## config.mk

```make
export PLATFORM = sky130hd
export DESIGN_NAME = sd_arbiter
export DESIGN_NICKNAME = d
export VERILOG_FILES = /design/src/rtl/sd_arbiter.sv
export SDC_FILE = /design/constraint.sdc
export NUM_CORES = 1
export LEC_CHECK = 0
export ABC_CLOCK_PERIOD_IN_PS = 4750
export CAP_MARGIN = 10
export CORE_MARGIN = 5
export CORE_UTILIZATION = 40
export DETAILED_ROUTE_END_ITERATION = 10
export PLACE_DENSITY = 0.86
export SKIP_CTS_REPAIR_TIMING = 1
export SLEW_MARGIN = 30
export SYNTH_ARGS = -nofsm -noshare
export SYNTH_HDL_FRONTEND = slang
export SYNTH_SLANG_ARGS = --single-unit
```

## constraint.sdc

```tcl
create_clock -name clk -period 4.75 [get_ports clk]
set_clock_uncertainty 0.2 [all_clocks]
set_input_delay 0.95 -clock clk [delete_from_list [all_inputs] [get_ports clk]]
set_output_delay 0.95 -clock clk [all_outputs]
set_load 0.01 [all_outputs]
```

## src/rtl/sd_arbiter.sv

```systemverilog
// sd_arbiter: shares one storage-device port (command strobes, LBA, write
// FIFO, read FIFO) between two disk-controller requesters, A and B.
// Ownership is granted round-robin and never moves while a block read or
// write is still in flight; stalled transactions are aborted after TIMEOUT.
`timescale 1ns/1ps
module sd_arbiter #(
  parameter int LBA_W       = 13,
  parameter int BLOCK_WORDS = 256,
  parameter int TIMEOUT     = 2_000_000
) (
  input  logic             clk,
  input  logic             reset_n,

  // requester A
  input  logic             a_req,
  output logic             a_gnt,
  output logic             a_abort,
  input  logic [2:0]       a_dev_sel,
  input  logic [LBA_W-1:0] a_lba,
  input  logic             a_read,
  input  logic             a_write,
  output logic             a_ready,
  input  logic [15:0]      a_write_data,
  input  logic             a_write_enable,
  output logic             a_write_full,
  output logic [15:0]      a_read_data,
  input  logic             a_read_enable,
  output logic             a_read_empty,

  // requester B
  input  logic             b_req,
  output logic             b_gnt,
  output logic             b_abort,
  input  logic [2:0]       b_dev_sel,
  input  logic [LBA_W-1:0] b_lba,
  input  logic             b_read,
  input  logic             b_write,
  output logic             b_ready,
  input  logic [15:0]      b_write_data,
  input  logic             b_write_enable,
  output logic             b_write_full,
  output logic [15:0]      b_read_data,
  input  logic             b_read_enable,
  output logic             b_read_empty,

  // storage device and FIFOs
  output logic [2:0]       sd_dev_sel,
  output logic [LBA_W-1:0] sd_lba,
  output logic             sd_read,
  output logic             sd_write,
  input  logic             sd_ready,
  output logic [15:0]      sd_write_data,
  output logic             sd_write_enable,
  input  logic             sd_write_full,
  input  logic [15:0]      sd_read_data,
  output logic             sd_read_enable,
  input  logic             sd_read_empty
);

  localparam int CNT_W = $clog2(BLOCK_WORDS + 1);
  localparam int TMR_W = $clog2(TIMEOUT + 1);
  localparam logic [CNT_W-1:0] LAST_POP  = CNT_W'(BLOCK_WORDS - 1);
  localparam logic [TMR_W-1:0] LAST_TICK = TMR_W'(TIMEOUT - 1);

  typedef enum logic [1:0] {
    IDLE   = 2'd0,
    OWN    = 2'd1,
    FINISH = 2'd2
  } state_t;

  state_t            state;
  logic              last_b;     // 1: B held the device most recently
  logic              own_req;

  logic              pend_rd;
  logic [CNT_W-1:0]  pop_cnt;
  logic              pend_wr;
  logic              busy_seen;
  logic [TMR_W-1:0]  timer;

  logic              cmd_rd;
  logic              cmd_wr;
  logic              cmd_any;
  logic              pend_any;
  logic              counted_pop;
  logic              busy_set;
  logic              time_up;
  logic              release_ok;

  // Route the owner's command/FIFO signals to the device; idle port drives 0.
  always_comb begin
    // NOTE: every output of this block gets a default first so that no path
    // leaves a signal unassigned, which would otherwise infer a latch.
    sd_dev_sel      = '0;
    sd_lba          = '0;
    sd_read         = 1'b0;
    sd_write        = 1'b0;
    sd_write_data   = '0;
    sd_write_enable = 1'b0;
    sd_read_enable  = 1'b0;
    own_req         = 1'b0;
    if (a_gnt) begin
      sd_dev_sel      = a_dev_sel;
      sd_lba          = a_lba;
      sd_read         = a_read;
      sd_write        = a_write;
      sd_write_data   = a_write_data;
      sd_write_enable = a_write_enable;
      sd_read_enable  = a_read_enable;
      own_req         = a_req;
    end else if (b_gnt) begin
      sd_dev_sel      = b_dev_sel;
      sd_lba          = b_lba;
      sd_read         = b_read;
      sd_write        = b_write;
      sd_write_data   = b_write_data;
      sd_write_enable = b_write_enable;
      sd_read_enable  = b_read_enable;
      own_req         = b_req;
    end
  end

  // The owner sees the device directly; the other side sees a dead device.
  assign a_ready      = a_gnt & sd_ready;
  assign a_write_full = a_gnt ? sd_write_full : 1'b1;
  assign a_read_empty = a_gnt ? sd_read_empty : 1'b1;
  assign a_read_data  = a_gnt ? sd_read_data  : 16'h0000;
  assign b_ready      = b_gnt & sd_ready;
  assign b_write_full = b_gnt ? sd_write_full : 1'b1;
  assign b_read_empty = b_gnt ? sd_read_empty : 1'b1;
  assign b_read_data  = b_gnt ? sd_read_data  : 16'h0000;

  // Only strobes the device accepts (sd_ready high) start a tracked
  // transaction; the muxed strobes are already zero without a grant.
  assign cmd_rd      = sd_read  & sd_ready;
  assign cmd_wr      = sd_write & sd_ready;
  assign cmd_any     = cmd_rd | cmd_wr;
  assign pend_any    = pend_rd | pend_wr;
  assign counted_pop = pend_rd & sd_read_enable & ~sd_read_empty;
  assign busy_set    = pend_wr & ~busy_seen & ~sd_ready;
  assign time_up     = pend_any & ~cmd_any & ~counted_pop & ~busy_set &
                       (timer == LAST_TICK);
  // A strobe accepted this cycle also blocks a release.
  assign release_ok  = ~(pend_any | cmd_any);

  // Read tracking: a block read is done after BLOCK_WORDS non-empty pops.
  always_ff @(posedge clk or negedge reset_n) begin
    if (!reset_n) begin
      pend_rd <= 1'b0;
      pop_cnt <= '0;
    end else if (cmd_rd) begin
      // NOTE: state registers are always assigned with <= so every block
      // samples the pre-edge values, independent of evaluation order.
      pend_rd <= 1'b1;
      pop_cnt <= '0;
    end else if (time_up) begin
      pend_rd <= 1'b0;
      pop_cnt <= '0;
    end else if (counted_pop) begin
      if (pop_cnt == LAST_POP) begin
        pend_rd <= 1'b0;
        pop_cnt <= '0;
      end else begin
        pop_cnt <= pop_cnt + 1'b1;
      end
    end
  end

  // Write tracking: done once the device has gone busy and become ready again.
  always_ff @(posedge clk or negedge reset_n) begin
    if (!reset_n) begin
      pend_wr   <= 1'b0;
      busy_seen <= 1'b0;
    end else if (cmd_wr) begin
      pend_wr   <= 1'b1;
      busy_seen <= 1'b0;
    end else if (time_up) begin
      pend_wr   <= 1'b0;
      busy_seen <= 1'b0;
    end else if (busy_set) begin
      busy_seen <= 1'b1;
    end else if (pend_wr && busy_seen && sd_ready) begin
      pend_wr   <= 1'b0;
      busy_seen <= 1'b0;
    end
  end

  // Progress watchdog: counts idle cycles of a pending transaction and
  // raises a one-cycle abort to the owner when it expires.
  always_ff @(posedge clk or negedge reset_n) begin
    if (!reset_n) begin
      timer   <= '0;
      a_abort <= 1'b0;
      b_abort <= 1'b0;
    end else begin
      a_abort <= time_up & a_gnt;
      b_abort <= time_up & b_gnt;
      if (!pend_any || cmd_any || counted_pop || busy_set || time_up) begin
        timer <= '0;
      end else begin
        timer <= timer + 1'b1;
      end
    end
  end

  // Ownership FSM: round-robin grant, release only with nothing in flight.
  always_ff @(posedge clk or negedge reset_n) begin
    if (!reset_n) begin
      state  <= IDLE;
      a_gnt  <= 1'b0;
      b_gnt  <= 1'b0;
      last_b <= 1'b1;
    end else begin
      case (state)
        IDLE: begin
          if (a_req && (!b_req || last_b)) begin
            a_gnt <= 1'b1;
            state <= OWN;
          end else if (b_req) begin
            b_gnt <= 1'b1;
            state <= OWN;
          end
        end
        OWN: begin
          if (!own_req) begin
            if (release_ok) begin
              a_gnt  <= 1'b0;
              b_gnt  <= 1'b0;
              last_b <= b_gnt;
              state  <= IDLE;
            end else begin
              state  <= FINISH;
            end
          end
        end
        FINISH: begin
          if (release_ok) begin
            a_gnt  <= 1'b0;
            b_gnt  <= 1'b0;
            last_b <= b_gnt;
            state  <= IDLE;
          end
        end
        default: begin
          a_gnt <= 1'b0;
          b_gnt <= 1'b0;
          state <= IDLE;
        end
      endcase
    end
  end

endmodule
```

==> summary.txt, run 1 <==
Timing
  • Setup TNS: 0 ps
  • Max-slew violation count: 0
  • Endpoints failing setup: 0
  • Hold Vio Cnt, Final: 0
  • RSZ-0062 raised after global routing: no
  • Slew HR: 0.416
  • Clock period minus worst slack: 3590 ps
  • Worst-Margin Slew: 876 ps
  • Final Cycle Share: 0.756
  • Max Fclk: 279 MHz

Detailed routing
  • Routed vias: 2979
  • Detailed Route WL: 10000 um
  • Routed wire per std cell: 17.5 um
  • Drt pass-1 iters: 4
  • 1st-iter DRT viols: 117
  • Residual DRC: 0
  • Average via count per standard cell: 5.23
  • ANT nets after route: 0

Cells and area
  • Number of inserted diodes: 0
  • Final #Nets: 590
  • Filler cell count: 519
  • Area growth syn-to-layout: 68.1%
  • Register area: 1000 um^2
  • Multi-input gate area: 1660 um^2
  • Layout cells sized above 1: 0.0490

Floorplan
  • Initial Util: 0.409
  • Core Rows: 30
  • Die ar.: 8680 um^2
  • Die X: 93.1 um
  • Area of the core: 6760 um^2
  • Die H: 93.1 um
  • I/O pin count: 173

Critical path
  • Crit path DAT: 2440 ps
  • Worst Reg-to-Reg Cells: 5
  • R2r setup slk: 1890 ps
  • Critical Path RT: 3600 ps
  • R2R Path End: pop_cnt[2]
  • Critical Path Source Type: input port
  • Crit Path Class: in -> out
  • Crit Reg-Reg Startpoint: a_gnt
  • CP Capture Type: output pin
  • CP max FO: 3

Min path
  • Hold Crit Endpoint: pop_cnt[7]
  • Hold Crit Class: reg -> reg
  • Hold Startpoint: pop_cnt[7]
  • Hold path depth: 1

Synthesis
  • Sequential element share of the synthesized area: 0.362
  • Flops & latches, synth: 40
  • Mapped Nets: 424
  • Unique masters post-synth: 48
  • Syn avg cell area: 8.56 um^2
  • Cells after synthesis: 323
  • Synthesized cell area: 2770 um^2
  • Synth warnings: 0

Power
  • Sw frac: 0.386
  • Total power: 2.06 mW
  • Peak VDD IR: 0.209 mV
  • Register share of total power: 0.238
  • Clock network fraction of total power: 0.132
  • Net switching power: 794 uW
  • Cell Int Power: 1.26 mW
  • LEAKAGE: 1.90 nW
  • Comb pwr share: 0.630
  • Power Density: 443 nW/um^2

GRT
  • Vias in the first global route: 3029
  • First-pass GRT wire length: 15200 um
  • Overflow left after global routing: 0
  • Initial antenna violation count: 0
  • Largest net degree at the start of global routing: 41
  • All-Layer GR Usage: 0.224

Place
  • HPWL Detailed: 8190 um
  • GP Congestion: 0.867
  • Number of buffers added on ports: 172

CTS
  • Clk_lat worst skew: 300 ps
  • Root Buffer: clkbuf_8
  • Clk buf depth: 2
  • # H-tree levels: 2
  • CTS Sinks: 40
  • Total CTS buffers: 5
  • CTS tree: done
  • Clock transition at path regs: 80 ps

Run status
  • Status: completed

Flow run
  • Max-Cap Viols: 0
-- logic make-up after synthesis --
kind of cell	synth area share
multiplexers	0.00407
AND/OR/NAND/NOR	0.321
flip-flops	0.362
AO/OA/AOI/OAI	0.182
XOR/XNOR	0.0633
adder cells (fa/ha/maj)	0.0271
buffers and inverters	0.0398
-- power groups by stage --
stage | clock network (mW) | logic, mW | registers, mW
after detailed placement | 0 | 1.30 | 0.496
after CTS | 0.277 | 1.31 | 0.489
after global routing | 0.293 | 1.40 | 0.502
after global placement | 0 | 1.28 | 0.493
final | 0.272 | 1.30 | 0.489
after floorplan | 0 | 0.654 | 0.446
-- sequential cells by signal (all words and copies together) (netlist names) --
register,count
pend_wr,1
timer,21
b_gnt,1
state,2
a_abort,1
pend_rd,1
b_abort,1
a_gnt,1
pop_cnt,9
last_b,1
busy_seen,1
-- worst max-delay path: stages --
cell and delay, ps:
clkdlybuf4s50_1 480, nand2_1 50, o21ai_0 330, clkdlybuf4s50_1 630
-- how the worst max path moves through the flow --
stage,from,endpoint,slack [ps],cells after the start
3_5_place_dp,b_write,sd_write,1160,4
4_1_cts,b_gnt,sd_write_enable,1130,4
6_report,b_write,sd_write,1160,4
2_1_floorplan,b_write,sd_write,2260,2
3_3_place_gp,b_write,sd_write,1200,4
5_1_grt,b_gnt,sd_read,970,4
-- metal layers --
metal | global-route usage | wire length, um | part of all wire
met5 | 0 | 0 | 0
met4 | 0.0696 | 267 | 0.027
met3 | 0.0829 | 786 | 0.079
met2 | 0.397 | 5090 | 0.51
met1 | 0.248 | 3850 | 0.39
-- layout by cell type, fill, tap and decap left out, types with 3 or more instances in the layout --
master             n
a21o_1             5
a21oi_1            5
a22o_1            35
and2_1            33
and3_1             5
buf_4              4
clkbuf_8           5
clkdlybuf4s50_1  171
dfrtp_1           39
ha_1               6
inv_1             11
nand2_1           27
nand2b_1           6
nand3_1           11
nand4b_1           3
nor2_1            40
nor3_1             7
nor3b_1            5
nor4_1             4
o21ai_0           12
o21ai_1            3
xnor2_1           17
xor2_1             3
-- cell type report --
cell class,count,share of cell area
Clock buffer,6,0.0156
Inverter,11,0.00888
Sequential cell,40,0.216
Clock inverter,2,0.00754
Timing Repair Buffer,175,0.375
Tap cell,80,0.0215
Multi-Input combinational cell,256,0.356
-- through the flow --
step	setup slack (ps)	utilization	std cells	area [um^2]	hold slack [ps]
2_1_floorplan	2260	-	323	2770	249
3_3_place_gp	1200	0.672	562	4540	275
3_5_place_dp	1160	0.672	562	4540	289
4_1_cts	1130	0.688	570	4650	300
5_1_grt	967	0.688	570	4650	322
6_report	1160	0.688	570	4650	303
-- synth_stat cells, drive strengths merged --
cell type / instances / area (um^2)
a211o: 1 / 8.76
a21oi: 5 / 25.0
and2: 33 / 206
a211oi: 1 / 7.51
or3: 1 / 6.26
ha: 6 / 75.1
nand2: 27 / 101
dfrtp: 39 / 976
nor4b: 1 / 15.0
nor3: 8 / 45.0
a21boi: 1 / 7.51
nor4: 6 / 50.0
dfstp: 1 / 26.3
buf: 7 / 35.0
o21ai: 15 / 75.1
or2: 1 / 6.26
nand3: 13 / 75.1
o21bai: 1 / 7.51
nor3b: 5 / 37.5
mux2: 1 / 11.3
nand3b: 2 / 15.0
nor4bb: 1 / 10.0
o21a: 1 / 7.51
xor2: 3 / 26.3
nand4b: 3 / 26.3
a31oi: 2 / 12.5
nand4: 3 / 25.0
and3: 6 / 38.8
or4b: 1 / 10.0
nand2b: 6 / 37.5
xnor2: 17 / 149
a22o: 35 / 307
a21o: 5 / 37.5
nor2b: 2 / 12.5
clkbuf: 9 / 33.8
o211ai: 1 / 7.51
or2b: 1 / 7.51
and4bb: 1 / 12.5
inv: 11 / 41.3
nor2: 40 / 150
(Power assumes the default switching activity.)
==> run 2: changes to the inputs <==
Settings changed: ABC_CLOCK_PERIOD_IN_PS 4750 to 3200, CORE_UTILIZATION 40 to 34, PLACE_DENSITY 0.86 to 0.78.
Clock period 4.75 ns to 3.2 ns, I/O delays scaled along.
==> run 2 against run 1 <==
  * Die area increased by 16%
  * Setup slack got worse by 910 ps
  * Hold slack got worse by 200 ps
  * Non-clock buffer count grew 4
  * Critical endpoint unchanged
  * Largest cell class unchanged
==> summary.txt, run 2 (same netlist as run 1, synthesis figures left out) <==
Run status
  • Status: completed

Place
  • GP Congestion: 0.915
  • Number of buffers added on ports: 172
  • HPWL Detailed: 8930 um
  • Placed cell areas: 4600 um^2

GRT
  • Largest net degree at the start of global routing: 41
  • All-Layer GR Usage: 0.203
  • Vias in the first global route: 2937
  • Initial antenna violation count: 0
  • Overflow left after global routing: 0
  • First-pass GRT wire length: 16000 um

Cells and area
  • Final #Nets: 594
  • Post-route cell area: 4680 um^2
  • Commonest non-fill, non-tap cell in the layout: clkdlybuf4s50_1
  • Layout cells sized above 1: 0.0547
  • Register area: 1000 um^2
  • Largest register FFs: 21
  • Commonest non-fill, non-tap cells in the layout: clkdlybuf4s50_1 (171), nor2_1 (40), dfrtp_1 (39)
  • Largest regs: timer x21, pop_cnt x9, state x2
  • Register name with the most flops: timer
  • Number of inserted diodes: 0
  • Multi-input gate area: 1660 um^2
  • Area growth syn-to-layout: 69.2%
  • Filler cell count: 720

Floorplan
  • Die H: 100 um
  • Core Rows: 32
  • I/O pin count: 173
  • Area of the core: 7810 um^2
  • Die X: 100 um
  • Die ar.: 10000 um^2
  • Initial Util: 0.354

CTS
  • CTS tree: done
  • CTS Sinks: 40
  • Clk_lat worst skew: 290 ps
  • Root Buffer: clkbuf_8
  • Clk buf depth: 2
  • Clock transition at path regs: 80 ps
  • Total CTS buffers: 5
  • # H-tree levels: 2

Critical path
  • CP Capture Type: output pin
  • Critical Path RT: 2360 ps
  • Crit Path Class: in -> out
  • Crit path DAT: 2110 ps
  • CP max FO: 3
  • Critical Path Source Type: input port

Timing
  • Final Cycle Share: 0.922
  • Hold Vio Cnt, Final: 0
  • Max Fclk: 339 MHz
  • Max-slew violation count: 0
  • RSZ-0062 raised after global routing: no
  • Slew HR: 0.526
  • Clock period minus worst slack: 2950 ps
  • Worst-Margin Slew: 706 ps
  • Endpoints failing setup: 0
  • Setup TNS: 0 ps

Power
  • LEAKAGE: 1.91 nW
  • Power Density: 646 nW/um^2
  • Peak VDD IR: 0.278 mV

Min path
  • Hold Crit Class: in -> async

Detailed routing
  • Drt pass-1 iters: 5
  • Routed vias: 3004
  • Routed wire per std cell: 17.9 um
  • Detailed Route WL: 10700 um
  • Average via count per standard cell: 5.04
  • 1st-iter DRT viols: 87
  • ANT nets after route: 0
  • Residual DRC: 0

Flow run
  • Max-Cap Viols: 0
run 2: changes by cell type in the layout (fill, tap and decap cells not counted):
cell / before / now
clkbuf_1: 1 / 2
bufinv_16: 1 / 0
buf_4: 4 / 8
run 2: worst max-delay path, cell delays in order:
cell             delay, ps
clkdlybuf4s50_1        490
nand2_1                 50
o21ai_0                280
clkdlybuf4s50_1        650
run 2: final cells by class:
class,count,share of cell area
Clock inverter,1,0.00107
Sequential cell,40,0.214
Inverter,11,0.00882
Clock buffer,7,0.0163
Timing Repair Buffer,179,0.379
Multi-Input combinational cell,256,0.354
Tap cell,102,0.0273
run 2: stage by stage:
step	power, mW	std cells	setup slack, ps	hold WS (ps)	utilization
floorplan	1.63	323	1040	144	-
global placement	2.68	588	269	270	0.589
detailed placement	2.71	588	256	279	0.589
CTS	3.04	596	239	289	0.599
global route	3.23	596	136	138	0.599
finish	3.02	596	251	108	0.599
run 2: layer usage:
metal / GRT usage / up-vias / share of wire / wire (um)
li1: - / 1471 / - / -
met5: 0 / - / 0 / 0
met3: 0.0646 / 12 / 0.076 / 814
met1: 0.244 / 1420 / 0.40 / 4260
met4: 0.0466 / 0 / 0.014 / 150
met2: 0.355 / 101 / 0.51 / 5450
run 2: final timing paths:
kind                       slack, ps       start  depth (start not counted)         end
max in group asynchronous       2320     reset_n                          1      last_b
min in group clk                 290  pop_cnt[7]                          1  pop_cnt[7]
min                              110     reset_n                          1  pop_cnt[8]
max reg2reg                      790       a_gnt                          7   busy_seen
max                              250     b_write                          4    sd_write
min reg2reg                      290  pop_cnt[7]                          1  pop_cnt[7]
run 2: power by group:
part	total (mW)	switching (mW)	internal, mW
sequential	0.658	0.0754	0.583
combinational	2.04	0.955	1.09
clock	0.322	0.169	0.153
